[src/rtl/hazard_pkg.sv]
// Shared types and constants for the multi-cycle hazard unit and its helpers.
package hazard_pkg;

    localparam int REG_ADDR_W_DEF = 5;
    localparam int ZERO_REG       = 0;

    typedef enum logic [1:0] {
        RUN       = 2'd0,
        LOAD_WAIT = 2'd1,
        MD_BUSY   = 2'd2
    } state_e;

endpackage

[src/rtl/sat_counter.sv]
// Saturating event counter with a synchronous clear that beats the increment.
module sat_counter
    import hazard_pkg::*;
#(
    parameter int CNT_W = 32
) (
    input  logic             clk_i,
    input  logic             rst_ni,
    input  logic             inc_i,
    input  logic             clr_i,
    output logic [CNT_W-1:0] cnt_o
);

    logic [CNT_W-1:0] cnt_q;
    logic [CNT_W-1:0] cnt_d;

    always_comb begin
        cnt_d = cnt_q;
        if (clr_i) begin
            cnt_d = '0;
        end else if (inc_i && (cnt_q != '1)) begin
            cnt_d = cnt_q + CNT_W'(1);
        end
    end

    always_ff @(posedge clk_i) begin
        if (!rst_ni) begin
            cnt_q <= '0;
        end else begin
            cnt_q <= cnt_d;
        end
    end

    assign cnt_o = cnt_q;

endmodule

[src/rtl/hazard_unit_ms.sv]
// Pipeline hazard control: multi-cycle load-use stall, mul/div EX hold with
// watchdog, taken-branch flush, and saturating stall/flush counters.
module hazard_unit_ms
    import hazard_pkg::*;
#(
    parameter int REG_ADDR_W = REG_ADDR_W_DEF,
    parameter int LOAD_STALL = 1,
    parameter int MD_TIMEOUT = 64,
    parameter int CNT_W      = 32
) (
    input  logic                  clk,
    input  logic                  rst_n,
    input  logic [REG_ADDR_W-1:0] id_rs1,
    input  logic [REG_ADDR_W-1:0] id_rs2,
    input  logic                  id_rs1_used,
    input  logic                  id_rs2_used,
    input  logic [REG_ADDR_W-1:0] ex_rd,
    input  logic                  ex_mem_read,
    input  logic                  ex_md_valid,
    input  logic                  md_done,
    input  logic                  branch_taken,
    input  logic                  cnt_clr,
    output logic                  pc_write,
    output logic                  if_id_write,
    output logic                  if_id_flush,
    output logic                  id_ex_write,
    output logic                  id_ex_flush,
    output logic                  ex_mem_flush,
    output logic                  md_timeout,
    output logic [CNT_W-1:0]      stall_cnt,
    output logic [CNT_W-1:0]      flush_cnt
);

    if ((LOAD_STALL < 1) || (LOAD_STALL > 15)) begin : g_bad_load_stall
        $error("hazard_unit_ms: LOAD_STALL must be in 1..15");
    end

    // Wide enough to hold MD_TIMEOUT without wrapping before the compare fires.
    localparam int MD_CNT_W = $clog2(MD_TIMEOUT + 2);

    state_e              state_q, state_d;
    logic [3:0]          ld_cnt_q, ld_cnt_d;
    logic [MD_CNT_W-1:0] md_cnt_q, md_cnt_d;
    logic                md_to_q, md_to_d;
    logic                load_use;

    assign load_use = ex_mem_read && (ex_rd != REG_ADDR_W'(ZERO_REG)) &&
                      ((id_rs1_used && (id_rs1 == ex_rd)) ||
                       (id_rs2_used && (id_rs2 == ex_rd)));

    always_comb begin
        state_d      = state_q;
        ld_cnt_d     = ld_cnt_q;
        md_cnt_d     = md_cnt_q;
        pc_write     = 1'b1;
        if_id_write  = 1'b1;
        id_ex_write  = 1'b1;
        if_id_flush  = 1'b0;
        id_ex_flush  = 1'b0;
        ex_mem_flush = 1'b0;

        unique case (state_q)
            RUN: begin
                if (ex_md_valid && !md_done) begin
                    pc_write     = 1'b0;
                    if_id_write  = 1'b0;
                    id_ex_write  = 1'b0;
                    ex_mem_flush = 1'b1;
                    state_d      = MD_BUSY;
                    md_cnt_d     = MD_CNT_W'(1);
                end else if (branch_taken) begin
                    // The dependent instruction is squashed, so any load-use is moot.
                    if_id_flush = 1'b1;
                    id_ex_flush = 1'b1;
                end else if (load_use) begin
                    pc_write    = 1'b0;
                    if_id_write = 1'b0;
                    id_ex_flush = 1'b1;
                    if (LOAD_STALL > 1) begin
                        state_d  = LOAD_WAIT;
                        ld_cnt_d = 4'(LOAD_STALL - 1);
                    end
                end
            end
            LOAD_WAIT: begin
                pc_write    = 1'b0;
                if_id_write = 1'b0;
                id_ex_flush = 1'b1;
                ld_cnt_d    = ld_cnt_q - 4'd1;
                if (ld_cnt_q == 4'd1) begin
                    state_d = RUN;
                end
            end
            MD_BUSY: begin
                if (!md_done) begin
                    pc_write     = 1'b0;
                    if_id_write  = 1'b0;
                    id_ex_write  = 1'b0;
                    ex_mem_flush = 1'b1;
                    if (md_cnt_q != '1) begin
                        md_cnt_d = md_cnt_q + MD_CNT_W'(1);
                    end
                end else begin
                    state_d = RUN;
                end
            end
            default: state_d = RUN;
        endcase

        md_to_d = md_to_q || ((MD_TIMEOUT != 0) && (state_q == MD_BUSY) &&
                              (md_cnt_q >= MD_CNT_W'(MD_TIMEOUT)));

        if (!rst_n) begin
            pc_write     = 1'b1;
            if_id_write  = 1'b1;
            id_ex_write  = 1'b1;
            if_id_flush  = 1'b0;
            id_ex_flush  = 1'b0;
            ex_mem_flush = 1'b0;
        end
    end

    always_ff @(posedge clk) begin
        if (!rst_n) begin
            state_q  <= RUN;
            ld_cnt_q <= '0;
            md_cnt_q <= '0;
            md_to_q  <= 1'b0;
        end else begin
            state_q  <= state_d;
            ld_cnt_q <= ld_cnt_d;
            md_cnt_q <= md_cnt_d;
            md_to_q  <= md_to_d;
        end
    end

    assign md_timeout = md_to_q;

    sat_counter #(.CNT_W(CNT_W)) u_stall_cnt (
        .clk_i  (clk),
        .rst_ni (rst_n),
        .inc_i  (!pc_write),
        .clr_i  (cnt_clr),
        .cnt_o  (stall_cnt)
    );

    sat_counter #(.CNT_W(CNT_W)) u_flush_cnt (
        .clk_i  (clk),
        .rst_ni (rst_n),
        .inc_i  (if_id_flush),
        .clr_i  (cnt_clr),
        .cnt_o  (flush_cnt)
    );

endmodule

[config.mk]
export PLATFORM = sky130hd
export DESIGN_NAME = hazard_unit_ms
export DESIGN_NICKNAME = d
export VERILOG_FILES = /design/src/rtl/hazard_pkg.sv /design/src/rtl/sat_counter.sv /design/src/rtl/hazard_unit_ms.sv
export SDC_FILE = /design/constraint.sdc
export NUM_CORES = 1
export LEC_CHECK = 0
export BUFFER_PORTS_ARGS = -buffer_cell sky130_fd_sc_hd__buf_2
export CORE_MARGIN = 2
export CORE_UTILIZATION = 53
export CTS_CLUSTER_DIAMETER = 80
export DETAILED_ROUTE_END_ITERATION = 8
export PLACE_DENSITY = 0.87
export RECOVER_POWER = 25
export SLEW_MARGIN = 40
export SYNTH_ARGS = -nofsm -noshare
export SYNTH_HDL_FRONTEND = slang
export SYNTH_SLANG_ARGS = --single-unit
[constraint.sdc]
create_clock -name clk -period 2.6 [get_ports clk]
set_input_delay 0.13 -clock clk [delete_from_list [all_inputs] [get_ports clk]]
set_output_delay 0.13 -clock clk [all_outputs]
set_load 0.01 [all_outputs]
==> impl_metrics.toml <==
[sta]
rsz0062_at_grt = "no"
drv_slew = 0
hold_ws_ns = 0.118
worst_pin_slew_ns = 0.705
fmax_mhz = 423
fin_crit_sh_pct = 91.0
fin_skew_ns = 0.0109
hold_viol = 0
relSlewSlack_pct = 52.9
setup_viol = 0
layout_min_cycle_time_ns = 2.37
setup_tns_ns = 0

[worst_setup_path]
worstPathCellList = "o21ba_2 > nand2_1 > a32oi_2 > nand2_2 > buf_4 > or4_1 > a21oi_1"
crit_cells = 7
required_ns = 2.88
reg2reg_depth = 7
crit_type = "flop to flop"
start_kind = "flop"
r2r_setup_slack_ns = 0.23
critPathCaptureType = "flop"
cp_max_fo = 18
path_buf_inv = 1
slowest_stage = "or4_1"
cp.arrival_ns = 2.65
max_stage_delay_ns = 0.51
crit_family = "simple AND/OR/NAND/NOR gates"

[power]
ir_worst_vdd_uv = 259
p_leak_nw = 1.51
power.density_nw_per_um2 = 482

[floorplanning]
ioPinCount = 95
num_rows = 30
start_util_pct = 54.5
fp.dieW_um = 87.4
die_h_um = 87.4
core_area_um2 = 6760
dieArea_um2 = 7630

[route]
wl_per_cell_um = 15.3
dr.pass1.iters = 8
drcViolationCount = 1
viasPerCell = 6.03
first_iter_violations = 169
ant_nets = 0
drt-total-wl_um = 9580
vias = 3773

[clocking]
clk_pin_slew_ns = 0.08
htree_num_levels = 3
root_buffer = "clkbuf_8"
numCtsBuffers = 9
cts.repair.resized = 0
cts_tree = "done"
hold_buffers = 0
clock_tree.buffer_depth = 2
cts_setup_buffers = 0
clk_latency_ns = 0.35
clock_sinks = 73

[placement]
place_congestion = 0.859
portBuffers = 94
post-dp-hpwl_um = 6880

[layout]
final_nets = 568
drive_gt1_share_pct = 17.0
antennaDiodeCount = 0
area_growth_pct = 18.6
utilization_pct = 64.7

[logic_synthesis]
synth.net_count = 473
synth_area_leaders = "dfxtp_1 (40%), xnor2_1 (5.0%), nor2_1 (4.9%), a21oi_1 (4.8%), xor2_1 (4.5%)"
synthesis.area_um2 = 3680
ys_seq_elements = 73
synth_flop_cell = "dfxtp_1"
avgSynthCellArea_um2 = 8.26
netlist.area_leader.share_pct = 39.7
synth_cell_type_count = 43
ys_seq_area_share_pct = 39.7
postSynthCellCount = 446
yosysTopAreaCell = "dfxtp_1"
yosysWarnings = 0
async_flop_share_pct = 0
synth_edf_count = 0

[min_path]
hp-class = "input port to flop"
hold_depth = 3

[run_status]
violations = "DRC"
status = "finished with violations"

[global_routing]
grt_pass1_wl_um = 15900
overflow = 0
grt_max_degree = 29
grt.total_usage_pct = 26.0
grt_antenna_before_repair = 0
grt_pass1_vias = 3488

[job]
drv_cap = 0
## cell usage in the layout, fill, tap and decap left out, types with 19 or more instances in the layout
| cell type | n |
|---|---|
| nand4_1 | 24 |
| dfxtp_1 | 73 |
| nand3_1 | 28 |
| a21oi_1 | 35 |
| xor2_1 | 19 |
| clkbuf_1 | 35 |
| o21ai_0 | 21 |
| buf_2 | 60 |
| or3_1 | 19 |
| nor2_1 | 48 |
| nand2_1 | 39 |
| xnor2_1 | 21 |
## power by group
group          leakage [nW]  internal (mW)  switching [mW]  total (mW)
Sequential            0.588           1.12         0.00340        1.12
Combinational         0.819         0.0439          0.0713       0.115
Clock                0.0998          0.438           0.430       0.868
## Yosys cell counts, types with 2 or more instances
cell	count
nor3_1	5
dfxtp_1	73
clkbuf_1	8
and2_1	6
nor2_1	48
buf_4	3
nor3_2	2
nand3_1	28
nor4_1	2
and3_1	7
buf_6	2
o31ai_1	12
o211ai_1	4
o21ai_0	21
xnor2_1	21
xor2_1	19
a21oi_1	35
or4_1	17
nand4b_1	2
and4_1	9
o2111ai_1	2
nand2_1	38
nand2b_1	3
nand2_2	2
nand4_1	24
inv_1	14
ha_1	3
buf_2	2
or3_1	19
mux2i_1	2
## worst paths after layout
check              startpoint                     to
setup reg to reg   state_q[1]  u_stall_cnt.cnt_o[13]
setup / recovery   state_q[1]  u_stall_cnt.cnt_o[13]
hold reg to reg   md_cnt_q[1]            md_cnt_q[1]
hold / removal          rst_n            md_cnt_q[0]
## logic make-up (layout without fill, tap and decap cells)
group                      after synthesis  in the layout  synth area share (%)
and+or+nand+nor                        214            214                  31.1
adders and majority gates                3              3                  1.02
muxes                                    2              2                 0.543
buffers and inverters                   29            129                  3.74
xor gates and xnor gates                40             40                  9.51
DFF                                     73             73                  39.7
AOI/OAI and AO/OA                       85             85                  14.4
## tightest hold or removal path: stages
cell and delay, ns:
buf_2 0.13, inv_1 0.11, nor2_1 0.06
## cell type report
cell class,count,area (um2)
Timing Repair Buffer,99,465
Tap cell,80,100
Fill cell,604,2390
Inverter,14,52.6
Sequential cell,73,1460
Clock inverter,6,58.8
Clock buffer,10,128
Multi-Input combinational cell,344,2100
## per-layer routing
metal / vias to the layer above / wire length, um / share of wire (%) / track usage [%]
li1: 1817 / - / - / -
met1: 1787 / 4040 / 42 / 32.9
met2: 149 / 4710 / 49 / 42.6
met3: 20 / 633 / 6.6 / 4.74
met4: 0 / 190 / 2.0 / 12.6
met5: - / 0 / 0 / 0
## metrics by stage
stage	worst slack [ns]	instance area [um2]	cells	total power, mW
6_report	0.234	4370	626	2.11
5_1_grt	0.0872	4370	626	2.18
4_1_cts	0.155	4400	626	2.12
3_5_place_dp	0.185	4220	610	1.26
3_3_place_gp	0.261	4210	610	1.26
2_1_floorplan	0.444	3680	446	1.22
## flip-flops by register name, summed over array words and instances, names as in the netlist
register           flops
u_stall_cnt.cnt_o     32
md_timeout             1
md_cnt_q               7
state_q                1
u_flush_cnt.cnt_o     32
Note: power is estimated with default switching activity, not from simulation.
